$ cat config.mk
export PLATFORM = sky130hd
export DESIGN_NAME = fetch_stage
export DESIGN_NICKNAME = d
export VERILOG_FILES = /design/src/rtl/fetch_stage.sv
export SDC_FILE = /design/constraint.sdc
export NUM_CORES = 1
export LEC_CHECK = 0
export CAP_MARGIN = 20
export CELL_PAD_IN_SITES_DETAIL_PLACEMENT = 1
export CELL_PAD_IN_SITES_GLOBAL_PLACEMENT = 1
export CORE_MARGIN = 8
export CORE_UTILIZATION = 37
export CTS_CLUSTER_DIAMETER = 150
export DETAILED_ROUTE_END_ITERATION = 6
export GPL_ROUTABILITY_DRIVEN = 0
export HOLD_SLACK_MARGIN = 0.15
export PLACE_DENSITY_LB_ADDON = 0.1
export SYNTH_ARGS = -nofsm -noshare
export SYNTH_HDL_FRONTEND = slang
export SYNTH_SLANG_ARGS = --single-unit
export TNS_END_PERCENT = 20
$ cat constraint.sdc
create_clock -name clock -period 11 [get_ports clock]
set_input_delay 1.1 -clock clock [delete_from_list [all_inputs] [get_ports clock]]
set_output_delay 1.1 -clock clock [all_outputs]
set_load 0.03 [all_outputs]
$ cat src/rtl/fetch_stage.sv
// IF stage plus IF/ID register: PC, instruction-memory address, next-PC select.
// Latency: instruction at pc reaches ID_* one edge later; no delay slot.
// Stall holds PC and IF/ID; branch/jump/flush insert a NOP bubble.
module fetch_stage #(
    parameter logic [31:0] RESET_PC = 32'h0000_3000,
    parameter int          IM_AW    = 10,
    parameter logic [31:0] NOP      = 32'h0000_0000
) (
    input  logic             clock,
    input  logic             reset,
    input  logic             stall,
    input  logic             flush,
    input  logic             br_taken,
    input  logic [31:0]      br_target,
    input  logic             jump,
    input  logic [31:0]      jump_target,
    output logic [IM_AW-1:0] imem_addr,
    input  logic [31:0]      imem_rdata,
    output logic [31:0]      ID_pc,
    output logic [31:0]      ID_instruction,
    output logic             ID_valid,
    output logic [31:0]      fetch_count
);

    logic [31:0] pc;
    logic [31:0] pc_next;
    logic [31:0] pc_off;
    logic        jump_eff;
    logic        bubble;
    logic        load;
    logic        unused_bits;

    // IM is indexed relative to RESET_PC; out-of-range PCs alias by truncation
    assign pc_off      = pc - RESET_PC;
    assign imem_addr   = pc_off[IM_AW+1:2];
    assign unused_bits = ^{pc_off[31:IM_AW+2], pc_off[1:0], br_target[1:0], jump_target[1:0]};

    always_comb begin
        jump_eff = jump & ~stall;
        bubble   = br_taken | flush | jump_eff;
        load     = ~bubble & ~stall;
        pc_next  = pc + 32'd4;
        if (br_taken) begin
            pc_next = {br_target[31:2], 2'b00};
        end else if (jump_eff) begin
            pc_next = {jump_target[31:2], 2'b00};
        end else if (stall) begin
            pc_next = pc;
        end
    end

    always_ff @(posedge clock or posedge reset) begin
        if (reset) begin
            pc             <= RESET_PC;
            ID_pc          <= 32'd0;
            ID_instruction <= NOP;
            ID_valid       <= 1'b0;
            fetch_count    <= 32'd0;
        end else begin
            pc <= pc_next;
            if (bubble) begin
                ID_instruction <= NOP;
                ID_valid       <= 1'b0;
                ID_pc          <= pc;
            end else if (load) begin
                ID_instruction <= imem_rdata;
                ID_valid       <= 1'b1;
                ID_pc          <= pc;
                fetch_count    <= fetch_count + 32'd1;
            end
        end
    end

endmodule
# ---- Word level (Yosys, flattened, before mapping)
# Cells that the tools add are included.
dict set report totals {
  ff_bits 129
  out_inout_bits 107
  elab_cells 26
}
dict set report op_classes {
  addsub 3
  n_eq_ne 1
  muxes 9
  bitwise 6
  n_reduce_logical 2
}
# cell n
set ops {}
lappend ops {{$mux 32} 7}
lappend ops {{$add 32x1->32 const B} 1}
lappend ops {{$add 32x3->32 const B} 1}
lappend ops {{$sub 12x1->12 const B} 1}
lappend ops {{$ne 3x1->1 const B} 1}
lappend ops {{$and 1x1->1} 2}
lappend ops {{$mux 1} 2}
lappend ops {{$not 1->1} 2}
lappend ops {{$or 1x1->1} 2}
lappend ops {{$reduce_and 2->1} 1}
lappend ops {{$reduce_bool 2->1} 1}

# ---- Logic depth before layout (Yosys ltp)
# Gate-level depths: netlist (run 1).
dict set report depth {
  depth_word 7
  depth_mapped 7
  mapped_depth_nobuf 6
}

# ---- Worst setup path before layout (run 1)
# Ideal clock, no wire load.
dict set report synth_path {
  kind {input -> register}
  startpoint {input flush}
  endpoint {register fetch_count[25]}
  setup_time_ps 133
  arrival_ps 2395
  slack_ps 8472
  stages 5
  n_path_buf 0
  cell_sequence {nor4_4 -> nand4_4 -> nor4_4 -> nand4_1 -> xnor2_1}
}
dict set report synth_between {
  elab_chain_len 5
}
# element line
set synth_rtl {}
lappend synth_rtl {{from (decl)} 12} ;# input logic flush,
lappend synth_rtl {{$or 1x1->1 (*) (2 in series)} 40} ;# bubble = br_taken | flush | jump_eff;
lappend synth_rtl {{$not 1->1 (no line) (*)} -}
lappend synth_rtl {{$and 1x1->1} 41} ;# load = ~bubble & ~stall;
lappend synth_rtl {{$reduce_and 2->1 (no line) (*)} -}
lappend synth_rtl {{to (signal assigned)} 69} ;# fetch_count <= fetch_count + 32'd1;
lappend synth_rtl {{to (decl)} 22} ;# output logic [31:0] fetch_count
# Mark *: on every way between the ends. The rest lies on a longest branch, timed or not.
# A chain may end at the register's enable or synchronous reset.

# ---- Worst setup path after layout (run 1)
dict set report layout_path {
  startpoint {input stall}
  endpoint {register pc[27]}
}
dict set report layout_between {
  elab_chain_len 4
}
# element line
set layout_rtl {}
lappend layout_rtl {{from (decl)} 11} ;# input logic stall,
lappend layout_rtl {{$not 1->1} 39} ;# jump_eff = jump & ~stall;
lappend layout_rtl {{$and 1x1->1} 39}
lappend layout_rtl {{$mux 32} 45} ;# end else if (jump_eff) begin
lappend layout_rtl {{$mux 32} 43} ;# if (br_taken) begin
lappend layout_rtl {{to (signal assigned)} 60} ;# pc <= pc_next;
lappend layout_rtl {{to (decl)} 25} ;# logic [31:0] pc;
# Parallel ways exist; a longest one is shown, timed or not.

==> report_table.html, run 1 <==
<table>
<tr><th>Metric</th><th>Value</th></tr>
<tr><th colspan="2">Run status</th></tr>
<tr><td>Run status</td><td>completed</td></tr>
<tr><th colspan="2">Clocking</th></tr>
<tr><td>Number of clock sinks seen by CTS</td><td>around 130</td></tr>
<tr><td>Max Buffers Root-to-Sink</td><td>2</td></tr>
<tr><td>Worst-skew pair later-pin latency</td><td>410 ps</td></tr>
<tr><td>Total number of H-tree levels</td><td>4</td></tr>
<tr><td>Number of buffers created by CTS</td><td>17</td></tr>
<tr><td>Cts-stage hold buffer count</td><td>0</td></tr>
<tr><td>Clk Tree Root Cell</td><td>clkbuf_16</td></tr>
<tr><td>Clock-pin slew reported for the worst setup and hold paths after clock tree synthesis</td><td>roughly 50 ps</td></tr>
<tr><td>Number of gates resized after cts</td><td>0</td></tr>
<tr><td>Setup bufs post-CTS</td><td>0</td></tr>
<tr><td>TritonCTS clock tree</td><td>built</td></tr>
<tr><th colspan="2">Flow run</th></tr>
<tr><td>Max-capacitance violation count</td><td>0</td></tr>
<tr><th colspan="2">Worst setup path</th></tr>
<tr><td>Kind of critical path</td><td>in -&gt; reg</td></tr>
<tr><td>Worst flop-to-flop path endpoint</td><td>pc[30]$_DFFE_PP0P_</td></tr>
<tr><td>Reg2reg path depth</td><td>5</td></tr>
<tr><td>Kind of start point of the critical path</td><td>input pin</td></tr>
<tr><td>Arrival time at the worst endpoint</td><td>around 4200 ps</td></tr>
<tr><td>Critical path peak fanout</td><td>24</td></tr>
<tr><td>Critical path endpoint category</td><td>flip-flop</td></tr>
<tr><td>Source of the worst register-to-register timing path</td><td>pc[10]$_DFFE_PP0P_</td></tr>
<tr><td>Flop-to-flop setup slack</td><td>between 8000 and 9000 ps</td></tr>
<tr><td>Worst endpoint required time</td><td>~11000 ps</td></tr>
<tr><th colspan="2">Die</th></tr>
<tr><td>Area enclosed by the die boundary</td><td>20690 sq um</td></tr>
<tr><td>Initial Util</td><td>a little under two fifths</td></tr>
<tr><td>Floorplan core area</td><td>15940 sq um</td></tr>
<tr><td>Height of the die</td><td>approximately 140 um</td></tr>
<tr><td>Core Rows</td><td>between 40 and 50</td></tr>
<tr><td>Top-level I/O count</td><td>approximately 210</td></tr>
<tr><td>Chip width</td><td>143.9 um</td></tr>
<tr><th colspan="2">Timing</th></tr>
<tr><td>Worst Max-Slew Pin Slew</td><td>roughly 980 ps</td></tr>
<tr><td>Clock Skews</td><td>around 5.5 ps</td></tr>
<tr><td>Total count of hold-check failures in the final report</td><td>0</td></tr>
<tr><td>Headroom to the max-slew limit</td><td>about a third</td></tr>
<tr><td>Final clock period utilization by the worst path</td><td>between 30% and 40%</td></tr>
<tr><td>Max Clk Rate</td><td>around 260 MHz</td></tr>
<tr><td>Count of endpoints failing setup in the final report</td><td>0</td></tr>
<tr><td>Setup repair after global routing missed its margin</td><td>false</td></tr>
<tr><td>Setup tns final</td><td>0 ps</td></tr>
<tr><td>Post-route worst hold slack</td><td>roughly 480 ps</td></tr>
<tr><td>Max-slew violation count</td><td>0</td></tr>
<tr><td>Post-layout min period</td><td>just under 4000 ps</td></tr>
<tr><th colspan="2">Final layout</th></tr>
<tr><td>Antenna cell count</td><td>0</td></tr>
<tr><td>Fraction of layout cells with a size suffix above 1</td><td>between 10% and 20%</td></tr>
<tr><td>Layout net count</td><td>837</td></tr>
<tr><td>End-of-flow core utilization</td><td>between 50% and 60%</td></tr>
<tr><td>Syn-to-layout area delta</td><td>45.68%</td></tr>
<tr><td>Most used cells in the layout excluding fill and tap cells</td><td>clkdlybuf4s50_1 (201), dfrtp_1 (123), nand2_1 (56), mux2_2 (37)</td></tr>
<tr><td>Most frequent standard cell in the layout excluding fill and tap cells</td><td>clkdlybuf4s50_1</td></tr>
<tr><th colspan="2">Hold path</th></tr>
<tr><td>Hold-critical path depth</td><td>1</td></tr>
<tr><td>Endpoint with the worst hold slack</td><td>fetch_count[31]$_DFFE_PP0P_</td></tr>
<tr><td>Worst Min Path Start</td><td>fetch_count[31]$_DFFE_PP0P_</td></tr>
<tr><td>Min-delay worst type</td><td>reg -&gt; reg</td></tr>
<tr><th colspan="2">Synthesis</th></tr>
<tr><td>Number of synthesized flops with an enable pin</td><td>0</td></tr>
<tr><td>Synthesis warning total</td><td>0</td></tr>
<tr><td>Main synth FF type</td><td>dfrtp_1</td></tr>
<tr><td>Synthesized flop and latch total</td><td>roughly 130</td></tr>
<tr><td>Syn Std Cell Area</td><td>slightly above 6000 sq um</td></tr>
<tr><td>Share of flip-flops with an asynchronous set or reset</td><td>100.0%</td></tr>
<tr><td>Synthesized area per cell</td><td>11.02 sq um</td></tr>
<tr><td>Share of synthesized area occupied by flip-flops and latches</td><td>around half</td></tr>
<tr><td>Count of different cell masters after synthesis</td><td>between 40 and 50</td></tr>
<tr><td>Post-Synthesis Cells</td><td>549</td></tr>
<tr><th colspan="2">Drt</th></tr>
<tr><td>DR vias/cell</td><td>about 5.4</td></tr>
<tr><td>Aggregate routed wire length</td><td>about 21000 um</td></tr>
<tr><td>DRC violations left</td><td>0</td></tr>
<tr><td>Count of TritonRoute iterations in the first routing pass</td><td>4</td></tr>
<tr><td>DRC violation total after the first TritonRoute iteration</td><td>between 200 and 250</td></tr>
<tr><td>Number of nets with antenna violations after detailed routing</td><td>0</td></tr>
<tr><td>Routed length per instance</td><td>~21 um</td></tr>
<tr><td>Via count of the routed design</td><td>slightly above 5000</td></tr>
<tr><th colspan="2">GRT</th></tr>
<tr><td>All-layer global routing usage</td><td>20.47%</td></tr>
<tr><td>Congestion Overflow GR</td><td>0</td></tr>
<tr><td>Initial antenna violation count</td><td>0</td></tr>
<tr><td>Global-route wire length before repair</td><td>around 33000 um</td></tr>
<tr><td>Vias in the first global route</td><td>approximately 5700</td></tr>
<tr><td>Pin count of the biggest net entering global routing</td><td>66</td></tr>
<tr><th colspan="2">Power</th></tr>
<tr><td>Overall power consumption</td><td>1.391 mW</td></tr>
<tr><td>P_leak</td><td>approximately 3.6 nW</td></tr>
<tr><td>Power density over the cells</td><td>~160 nW/um^2</td></tr>
<tr><td>Max rail drop VDD</td><td>between 0.1 and 0.15 mV</td></tr>
<tr><th colspan="2">Placement</th></tr>
<tr><td>Count of buffers from port buffering</td><td>between 200 and 250</td></tr>
<tr><td>Final HPWL from detailed placement</td><td>roughly 15000 um</td></tr>
</table>
through the flow:
| step | setup WS [ps] | cells | cell area, sq um |
|---|---|---|---|
| 4_1_cts | 7181 | 961 | 8811 |
| 3_5_place_dp | 6738 | 930 | 8175 |
| 5_1_grt | 6971 | 961 | 8811 |
| 6_report | 7114 | 961 | 8811 |
| 2_1_floorplan | 6576 | 550 | 6052 |
| 3_3_place_gp | 6737 | 930 | 8175 |
synthesized netlist by cell type, types with 6 or more instances:
cell	number	area, sq um
nor2_1	21	78.83
mux2_2	37	416.7
o31ai_1	7	52.55
o22ai_1	6	37.54
and4_1	9	78.83
nand3_1	24	120.1
buf_2	6	30.03
buf_4	13	97.59
nand4_1	18	112.6
and3_1	9	56.30
dfrtp_1	123	3078
mux2i_1	13	130.1
a22oi_1	7	52.55
xor2_1	7	61.31
xnor2_1	32	280.3
nand2_1	56	210.2
nor3_1	7	35.03
o221ai_1	10	87.58
clkbuf_1	23	86.33
a22o_1	32	280.3
o21ai_0	29	145.1
worst max-delay path by stage:
| stage | slack (ps) | end | start | depth (start not counted) |
|---|---|---|---|---|
| global route | 6970 | pc[27]$_DFFE_PP0P_ | stall | 6 |
| global placement | 6740 | pc[10]$_DFFE_PP0P_ | stall | 6 |
| finish | 7110 | pc[27]$_DFFE_PP0P_ | stall | 6 |
| floorplan | 6580 | ID_instruction[0]$_DFFE_PP0P_ | reset | 1 |
| CTS | 7180 | pc[27]$_DFFE_PP0P_ | stall | 6 |
| detailed placement | 6740 | pc[27]$_DFFE_PP0P_ | stall | 6 |
logic make-up (layout without fill, tap and decap cells):
kind of cell,Yosys count,count (layout),share of synthesized area (%)
xor+xnor,39,39,5.648
buf+inv,50,245,4.034
mux,50,50,9.040
other cells,1,2,0.06200
fa+ha+maj,2,2,0.4137
compound gates,117,117,14.13
flops,125,125,51.76
simple gates,165,165,14.92
registers in the layout, indices dropped and copies added, names as in the netlist:
register and cells:
ID_valid 1, fetch_count 32, ID_pc 30, pc 30
ID_instruction 32
layer usage:
layer	vias up	part of all wire, %	track usage [%]
li1	2377	-	-
met1	2596	43	25.60
met2	192	49	33.25
met3	22	7.0	6.901
met4	0	1.4	5.036
met5	-	0	0
power breakdown:
group	total, mW	switching, mW	internal, mW
logic	0.250	0.132	0.117
registers	0.539	0.0436	0.495
clock network	0.603	0.195	0.407
cell type report:
type	instances	area (sq um)
clock buffers	25	505.5
repair buffers	208	2062
clock inverters	6	130.1
inverters	6	25.02
flip-flops and latches	125	3131
fillers	1701	7132
well taps	216	270.3
multi-input cells	375	2688
critical path, stage by stage:
cell and delay [ps]:
clkdlybuf4s50_1 1110, inv_1 680, nand2_1 660, o221ai_1 180, and4_1 230, o31ai_1 220
No activity file was read; power rests on OpenSTA's default activity.
==> inputs of run 2 (changes only) <==
- CORE_UTILIZATION: 37 -> 35
- clock period: 11 -> 4.1 ns (I/O delays scaled with it)
==> report_table.html, run 2 (synthesized netlist as in run 1, its figures left out) <==
<table>
<tr><th>Metric</th><th>Value</th></tr>
<tr><th colspan="2">Worst setup path</th></tr>
<tr><td>Critical path peak fanout</td><td>40</td></tr>
<tr><td>Critical path endpoint category</td><td>flip-flop</td></tr>
<tr><td>Kind of start point of the critical path</td><td>input pin</td></tr>
<tr><td>Worst endpoint required time</td><td>~4400 ps</td></tr>
<tr><td>Arrival time at the worst endpoint</td><td>between 2000 and 3000 ps</td></tr>
<tr><td>Kind of critical path</td><td>in -&gt; reg</td></tr>
<tr><td>Ordered list of cells on the worst path</td><td>clkdlybuf4s50_1 -&gt; nor4_4 -&gt; buf_4 -&gt; nand4_1 -&gt; nor3_2 -&gt; nand3_1 -&gt; xnor2_1</td></tr>
<tr><td>Cell with the largest stage delay on the worst path</td><td>nor3_2</td></tr>
<tr><td>Maximum single-stage delay on the critical path</td><td>530 ps</td></tr>
<tr><th colspan="2">Die</th></tr>
<tr><td>Floorplan core area</td><td>approximately 17000 sq um</td></tr>
<tr><td>Chip width</td><td>between 100 and 150 um</td></tr>
<tr><td>Top-level I/O count</td><td>209</td></tr>
<tr><td>Height of the die</td><td>147.5 um</td></tr>
<tr><td>Area enclosed by the die boundary</td><td>21740 sq um</td></tr>
<tr><td>Core Rows</td><td>48</td></tr>
<tr><td>Initial Util</td><td>between 30% and 40%</td></tr>
<tr><th colspan="2">Drt</th></tr>
<tr><td>Count of TritonRoute iterations in the first routing pass</td><td>4</td></tr>
<tr><td>DRC violations left</td><td>0</td></tr>
<tr><td>DR vias/cell</td><td>between 5 and 6</td></tr>
<tr><td>Aggregate routed wire length</td><td>just over 20000 um</td></tr>
<tr><td>DRC violation total after the first TritonRoute iteration</td><td>206</td></tr>
<tr><td>Routed length per instance</td><td>20.70 um</td></tr>
<tr><td>Number of nets with antenna violations after detailed routing</td><td>0</td></tr>
<tr><td>Via count of the routed design</td><td>between 5000 and 6000</td></tr>
<tr><th colspan="2">GRT</th></tr>
<tr><td>Vias in the first global route</td><td>around 5700</td></tr>
<tr><td>All-layer global routing usage</td><td>between 10% and 20%</td></tr>
<tr><td>Pin count of the biggest net entering global routing</td><td>73</td></tr>
<tr><td>Initial antenna violation count</td><td>0</td></tr>
<tr><td>Global-route wire length before repair</td><td>32350 um</td></tr>
<tr><td>Congestion Overflow GR</td><td>0</td></tr>
<tr><th colspan="2">Final layout</th></tr>
<tr><td>Final cell count without fillers</td><td>between 900 and 1000</td></tr>
<tr><td>Regs by FF count</td><td>ID_instruction (32), fetch_count (32)</td></tr>
<tr><td>Most frequent standard cell in the layout excluding fill and tap cells</td><td>clkdlybuf4s50_1</td></tr>
<tr><td>Layout net count</td><td>between 800 and 900</td></tr>
<tr><td>Syn-to-layout area delta</td><td>45.76%</td></tr>
<tr><td>Most used cells in the layout excluding fill and tap cells</td><td>clkdlybuf4s50_1 (201), dfrtp_1 (123), nand2_1 (56), mux2_2 (37)</td></tr>
<tr><td>Fraction of layout cells with a size suffix above 1</td><td>12.13%</td></tr>
<tr><th colspan="2">Placement</th></tr>
<tr><td># placed instances</td><td>roughly 940</td></tr>
<tr><td>Final HPWL from detailed placement</td><td>around 15000 um</td></tr>
<tr><td>Count of buffers from port buffering</td><td>between 200 and 250</td></tr>
<tr><th colspan="2">Flow run</th></tr>
<tr><td>Max-capacitance violation count</td><td>0</td></tr>
<tr><th colspan="2">Timing</th></tr>
<tr><td>Max-slew violation count</td><td>0</td></tr>
<tr><td>Setup tns final</td><td>0 ps</td></tr>
<tr><td>Count of endpoints failing setup in the final report</td><td>0</td></tr>
<tr><td>Final clock period utilization by the worst path</td><td>between 60% and 70%</td></tr>
<tr><td>Total count of hold-check failures in the final report</td><td>0</td></tr>
<tr><td>Max Clk Rate</td><td>379.3 MHz</td></tr>
<tr><td>Clock Skews</td><td>approximately 7.6 ps</td></tr>
<tr><td>Headroom to the max-slew limit</td><td>about two fifths</td></tr>
<tr><td>Post-layout min period</td><td>around 2600 ps</td></tr>
<tr><td>Post-route worst hold slack</td><td>around 350 ps</td></tr>
<tr><td>Setup repair after global routing missed its margin</td><td>false</td></tr>
<tr><td>Worst Max-Slew Pin Slew</td><td>about 920 ps</td></tr>
<tr><th colspan="2">Power</th></tr>
<tr><td>Overall power consumption</td><td>roughly 3.6 mW</td></tr>
<tr><td>Power density over the cells</td><td>just over 400 nW/um^2</td></tr>
<tr><td>Max rail drop VDD</td><td>approximately 0.29 mV</td></tr>
<tr><td>P_leak</td><td>around 3.6 nW</td></tr>
<tr><th colspan="2">Hold path</th></tr>
<tr><td>Min-delay worst type</td><td>in -&gt; reg</td></tr>
<tr><th colspan="2">Run status</th></tr>
<tr><td>Run status</td><td>completed</td></tr>
<tr><th colspan="2">Clocking</th></tr>
<tr><td>Number of gates resized after cts</td><td>0</td></tr>
<tr><td>Cts-stage hold buffer count</td><td>0</td></tr>
<tr><td>Clock-pin slew reported for the worst setup and hold paths after clock tree synthesis</td><td>around 60 ps</td></tr>
<tr><td>Setup bufs post-CTS</td><td>0</td></tr>
<tr><td>Max Buffers Root-to-Sink</td><td>2</td></tr>
<tr><td>Total number of H-tree levels</td><td>4</td></tr>
<tr><td>Number of buffers created by CTS</td><td>17</td></tr>
<tr><td>Clk Tree Root Cell</td><td>clkbuf_16</td></tr>
<tr><td>Worst-skew pair later-pin latency</td><td>~420 ps</td></tr>
<tr><td>Number of clock sinks seen by CTS</td><td>125</td></tr>
<tr><td>TritonCTS clock tree</td><td>built</td></tr>
</table>
-- run 2: stage by stage --
step	util [%]	cell area, sq um	worst slack (ps)
4_1_cts	51.49	8813	1430
5_1_grt	51.49	8813	1277
3_3_place_gp	48.08	8229	1109
3_5_place_dp	48.08	8229	998.1
6_report	51.51	8816	1463
2_1_floorplan	-	6052	365.7
-- run 2: critical path, delay by kind of cell --
family | cells | cell delay [ps]
XOR/XNOR | 1 | 160
buffers and inverters | 2 | 970
AND/OR/NAND/NOR | 4 | 1370
-- run 2: report_power, final --
group | switching [mW] | internal, mW
Sequential | 0.119 | 1.33
Clock | 0.587 | 0.912
Combinational | 0.356 | 0.320
-- run 2: final timing paths --
kind / from / endpoint / slack [ps] / cells past startpoint
setup / recovery: flush / fetch_count[30]$_DFFE_PP0P_ / 1460 / 7
hold / removal: br_taken / pc[31]$_DFFE_PP0P_ / 350 / 3
setup reg to reg: pc[10]$_DFFE_PP0P_ / pc[29]$_DFFE_PP0P_ / 1750 / 5
hold reg to reg: ID_valid$_DFFE_PP0P_ / ID_valid$_DFFE_PP0P_ / 480 / 1
max in group asynchronous: reset / ID_pc[25]$_DFFE_PP0P_ / 2700 / 3
min in group asynchronous: reset / ID_instruction[17]$_DFFE_PP0P_ / 560 / 2
-- run 2: layer usage --
layer  part of all wire (%)  wire (um)  vias up  track usage (%)
met5                      0          0        -                0
met1                     46       9268     2633            24.14
met2                     46       9339      170            29.66
met4                    1.9        388        0            6.578
met3                    6.0       1203       27            5.319
li1                       -          -     2403                -
-- run 2: cell type report --
type | instances | area (sq um)
Fill cell | 1819 | 8300
Sequential cell | 125 | 3131
Multi-Input combinational cell | 375 | 2688
Tap cell | 225 | 281.5
Antenna cell | 1 | 2.502
Inverter | 6 | 25.02
Timing Repair Buffer | 212 | 2105
Clock buffer | 19 | 442.9
Clock inverter | 13 | 141.4
==> inputs of run 3 (changes only) <==
- CORE_UTILIZATION: 35 -> 31
- clock period: 4.1 -> 2.4 ns (I/O delays scaled with it)
==> report_table.html, run 3 (synthesized netlist as in run 1, its figures left out) <==
<table>
<tr><th>Metric</th><th>Value</th></tr>
<tr><th colspan="2">Drt</th></tr>
<tr><td>DRC violations left</td><td>0</td></tr>
<tr><td>DR vias/cell</td><td>between 5 and 6</td></tr>
<tr><td>DRC violation total after the first TritonRoute iteration</td><td>around 290</td></tr>
<tr><td>Count of TritonRoute iterations in the first routing pass</td><td>5</td></tr>
<tr><td>Via count of the routed design</td><td>approximately 5300</td></tr>
<tr><td>Routed length per instance</td><td>roughly 20 um</td></tr>
<tr><td>Aggregate routed wire length</td><td>between 20000 and 25000 um</td></tr>
<tr><td>Number of nets with antenna violations after detailed routing</td><td>0</td></tr>
<tr><th colspan="2">Worst setup path</th></tr>
<tr><td>Cell with the largest stage delay on the worst path</td><td>dfrtp_1</td></tr>
<tr><td>Critical path endpoint category</td><td>flip-flop</td></tr>
<tr><td>Kind of start point of the critical path</td><td>flip-flop</td></tr>
<tr><td>Reg2reg path depth</td><td>6</td></tr>
<tr><td>CP delay by family, top</td><td>simple AND/OR/NAND/NOR gates</td></tr>
<tr><td>Stages on worst setup path</td><td>6</td></tr>
<tr><td>Kind of critical path</td><td>reg -&gt; reg</td></tr>
<tr><td>Worst endpoint required time</td><td>2740 ps</td></tr>
<tr><td>Maximum single-stage delay on the critical path</td><td>about 470 ps</td></tr>
<tr><td>WP buf/inv</td><td>0</td></tr>
<tr><td>Ordered list of cells on the worst path</td><td>ha_1 -&gt; and3_1 -&gt; nand2_1 -&gt; nor4_1 -&gt; mux2_2 -&gt; o21ai_0</td></tr>
<tr><td>Critical path peak fanout</td><td>7</td></tr>
<tr><td>Arrival time at the worst endpoint</td><td>about 2400 ps</td></tr>
<tr><th colspan="2">Die</th></tr>
<tr><td>Height of the die</td><td>155.7 um</td></tr>
<tr><td>Top-level I/O count</td><td>209</td></tr>
<tr><td>Chip width</td><td>between 150 and 200 um</td></tr>
<tr><td>Floorplan core area</td><td>around 19000 sq um</td></tr>
<tr><td>Area enclosed by the die boundary</td><td>24240 sq um</td></tr>
<tr><td>Core Rows</td><td>51</td></tr>
<tr><td>Initial Util</td><td>31.28%</td></tr>
<tr><th colspan="2">Timing</th></tr>
<tr><td>Clock Skews</td><td>about 5.7 ps</td></tr>
<tr><td>Max-slew violation count</td><td>0</td></tr>
<tr><td>Setup tns final</td><td>0 ps</td></tr>
<tr><td>Total count of hold-check failures in the final report</td><td>0</td></tr>
<tr><td>Post-layout min period</td><td>slightly above 2000 ps</td></tr>
<tr><td>Post-route worst hold slack</td><td>~180 ps</td></tr>
<tr><td>Setup repair after global routing missed its margin</td><td>false</td></tr>
<tr><td>Count of endpoints failing setup in the final report</td><td>0</td></tr>
<tr><td>Smallest setup slack after layout</td><td>337.2 ps</td></tr>
<tr><td>Final clock period utilization by the worst path</td><td>between 80% and 90%</td></tr>
<tr><td>Max Clk Rate</td><td>slightly below 500 MHz</td></tr>
<tr><th colspan="2">Clocking</th></tr>
<tr><td>Number of clock sinks seen by CTS</td><td>roughly 130</td></tr>
<tr><td>Worst-skew pair later-pin latency</td><td>~420 ps</td></tr>
<tr><td>Setup bufs post-CTS</td><td>0</td></tr>
<tr><td>Max Buffers Root-to-Sink</td><td>2</td></tr>
<tr><td>Total number of H-tree levels</td><td>4</td></tr>
<tr><td>TritonCTS clock tree</td><td>built</td></tr>
<tr><td>Number of gates resized after cts</td><td>0</td></tr>
<tr><td>Number of buffers created by CTS</td><td>17</td></tr>
<tr><td>Cts-stage hold buffer count</td><td>0</td></tr>
<tr><td>Clock-pin slew reported for the worst setup and hold paths after clock tree synthesis</td><td>around 60 ps</td></tr>
<tr><td>Clk Tree Root Cell</td><td>clkbuf_16</td></tr>
<tr><th colspan="2">Final layout</th></tr>
<tr><td>Regs by FF count</td><td>ID_instruction (32), fetch_count (32)</td></tr>
<tr><td>Most used cells in the layout excluding fill and tap cells</td><td>clkdlybuf4s50_1 (201), dfrtp_1 (123), nand2_1 (56), mux2_2 (37), buf_4 (34)</td></tr>
<tr><td>Fraction of layout cells with a size suffix above 1</td><td>between 15 and 20%</td></tr>
<tr><td>Number of inserted filler cells in the final layout</td><td>~2100</td></tr>
<tr><td>Syn-to-layout area delta</td><td>51.30%</td></tr>
<tr><td>Layout net count</td><td>~870</td></tr>
<tr><td>Most frequent standard cell in the layout excluding fill and tap cells</td><td>clkdlybuf4s50_1</td></tr>
<tr><th colspan="2">GRT</th></tr>
<tr><td>All-layer global routing usage</td><td>17.83%</td></tr>
<tr><td>Vias in the first global route</td><td>~5700</td></tr>
<tr><td>Congestion Overflow GR</td><td>0</td></tr>
<tr><td>Initial antenna violation count</td><td>1</td></tr>
<tr><td>Global-route wire length before repair</td><td>33590 um</td></tr>
<tr><td>Pin count of the biggest net entering global routing</td><td>75</td></tr>
<tr><th colspan="2">Power</th></tr>
<tr><td>Design internal power</td><td>between 4 and 5 mW</td></tr>
<tr><td>P_leak</td><td>3.761 nW</td></tr>
<tr><td>Share of total power in the clock network</td><td>roughly 43%</td></tr>
<tr><td>Part of the total power dissipated in combinational logic</td><td>roughly a fifth</td></tr>
<tr><td>Max rail drop VDD</td><td>about 0.49 mV</td></tr>
<tr><td>Sequential power share</td><td>38.4%</td></tr>
<tr><td>Sw Ratio</td><td>between 20% and 30%</td></tr>
<tr><td>Switching power summed over all nets</td><td>1.852 mW</td></tr>
<tr><td>Overall power consumption</td><td>about 6.4 mW</td></tr>
<tr><td>Power density over the cells</td><td>around 700 nW/um^2</td></tr>
<tr><th colspan="2">Placement</th></tr>
<tr><td>Final HPWL from detailed placement</td><td>roughly 16000 um</td></tr>
<tr><td>Count of buffers from port buffering</td><td>roughly 200</td></tr>
<tr><td>Worst slack at placement</td><td>around 87 ps</td></tr>
<tr><th colspan="2">Hold path</th></tr>
<tr><td>Min-delay worst type</td><td>in -&gt; async</td></tr>
<tr><th colspan="2">Flow run</th></tr>
<tr><td>Max-capacitance violation count</td><td>0</td></tr>
<tr><th colspan="2">Run status</th></tr>
<tr><td>Run status</td><td>completed</td></tr>
</table>
[run 3: path summary, 6_finish.rpt]
| check | start | to | slack, ps |
|---|---|---|---|
| worst max-delay path | pc[3]$_DFFE_PP0P_ | pc[28]$_DFFE_PP0P_ | 340 |
| worst min-delay path | reset | ID_pc[3]$_DFFE_PP0P_ | 180 |
| worst max register to register | pc[3]$_DFFE_PP0P_ | pc[28]$_DFFE_PP0P_ | 340 |
| worst min register to register | fetch_count[31]$_DFFE_PP0P_ | fetch_count[31]$_DFFE_PP0P_ | 470 |
| max in group asynchronous | reset | ID_instruction[9]$_DFFE_PP0P_ | 1510 |
| min in group clock | br_taken | pc[12]$_DFFE_PP1P_ | 340 |
[run 3: final cells by class]
type	instances	area [sq um]	area share [%]
sequential	125	3131	34.21
inverter	6	26.28	0.2871
antenna	1	2.502	0.02734
timing repair buffer	240	2352	25.70
clock buffer	18	439.2	4.799
multi-input combinational	375	2688	29.37
clock inverter	14	181.4	1.982
tap	265	331.6	3.623
[run 3: stage by stage]
stage	cells	util [%]	instance area [sq um]
detailed placement	1011	44.11	8528
global placement	1011	44.11	8528
floorplan	550	-	6056
finish	1044	47.33	9151
global route	1044	47.33	9151
CTS	1043	47.32	9149
[run 3: power groups by stage]
stage	sequential, mW	combinational [mW]	clock [mW]
global route	2.48	1.30	2.88
detailed placement	2.49	1.23	0
CTS	2.45	1.24	2.78
global placement	2.48	1.21	0
floorplan	2.65	0.443	0
finish	2.45	1.22	2.71
[run 3: routing by layer]
layer	track usage, %	up-vias	share of wire [%]
li1	-	2449	-
met1	22.55	2661	44
met2	28.64	150	49
met3	5.789	11	6.9
met4	5.037	0	0.78
met5	0	-	0
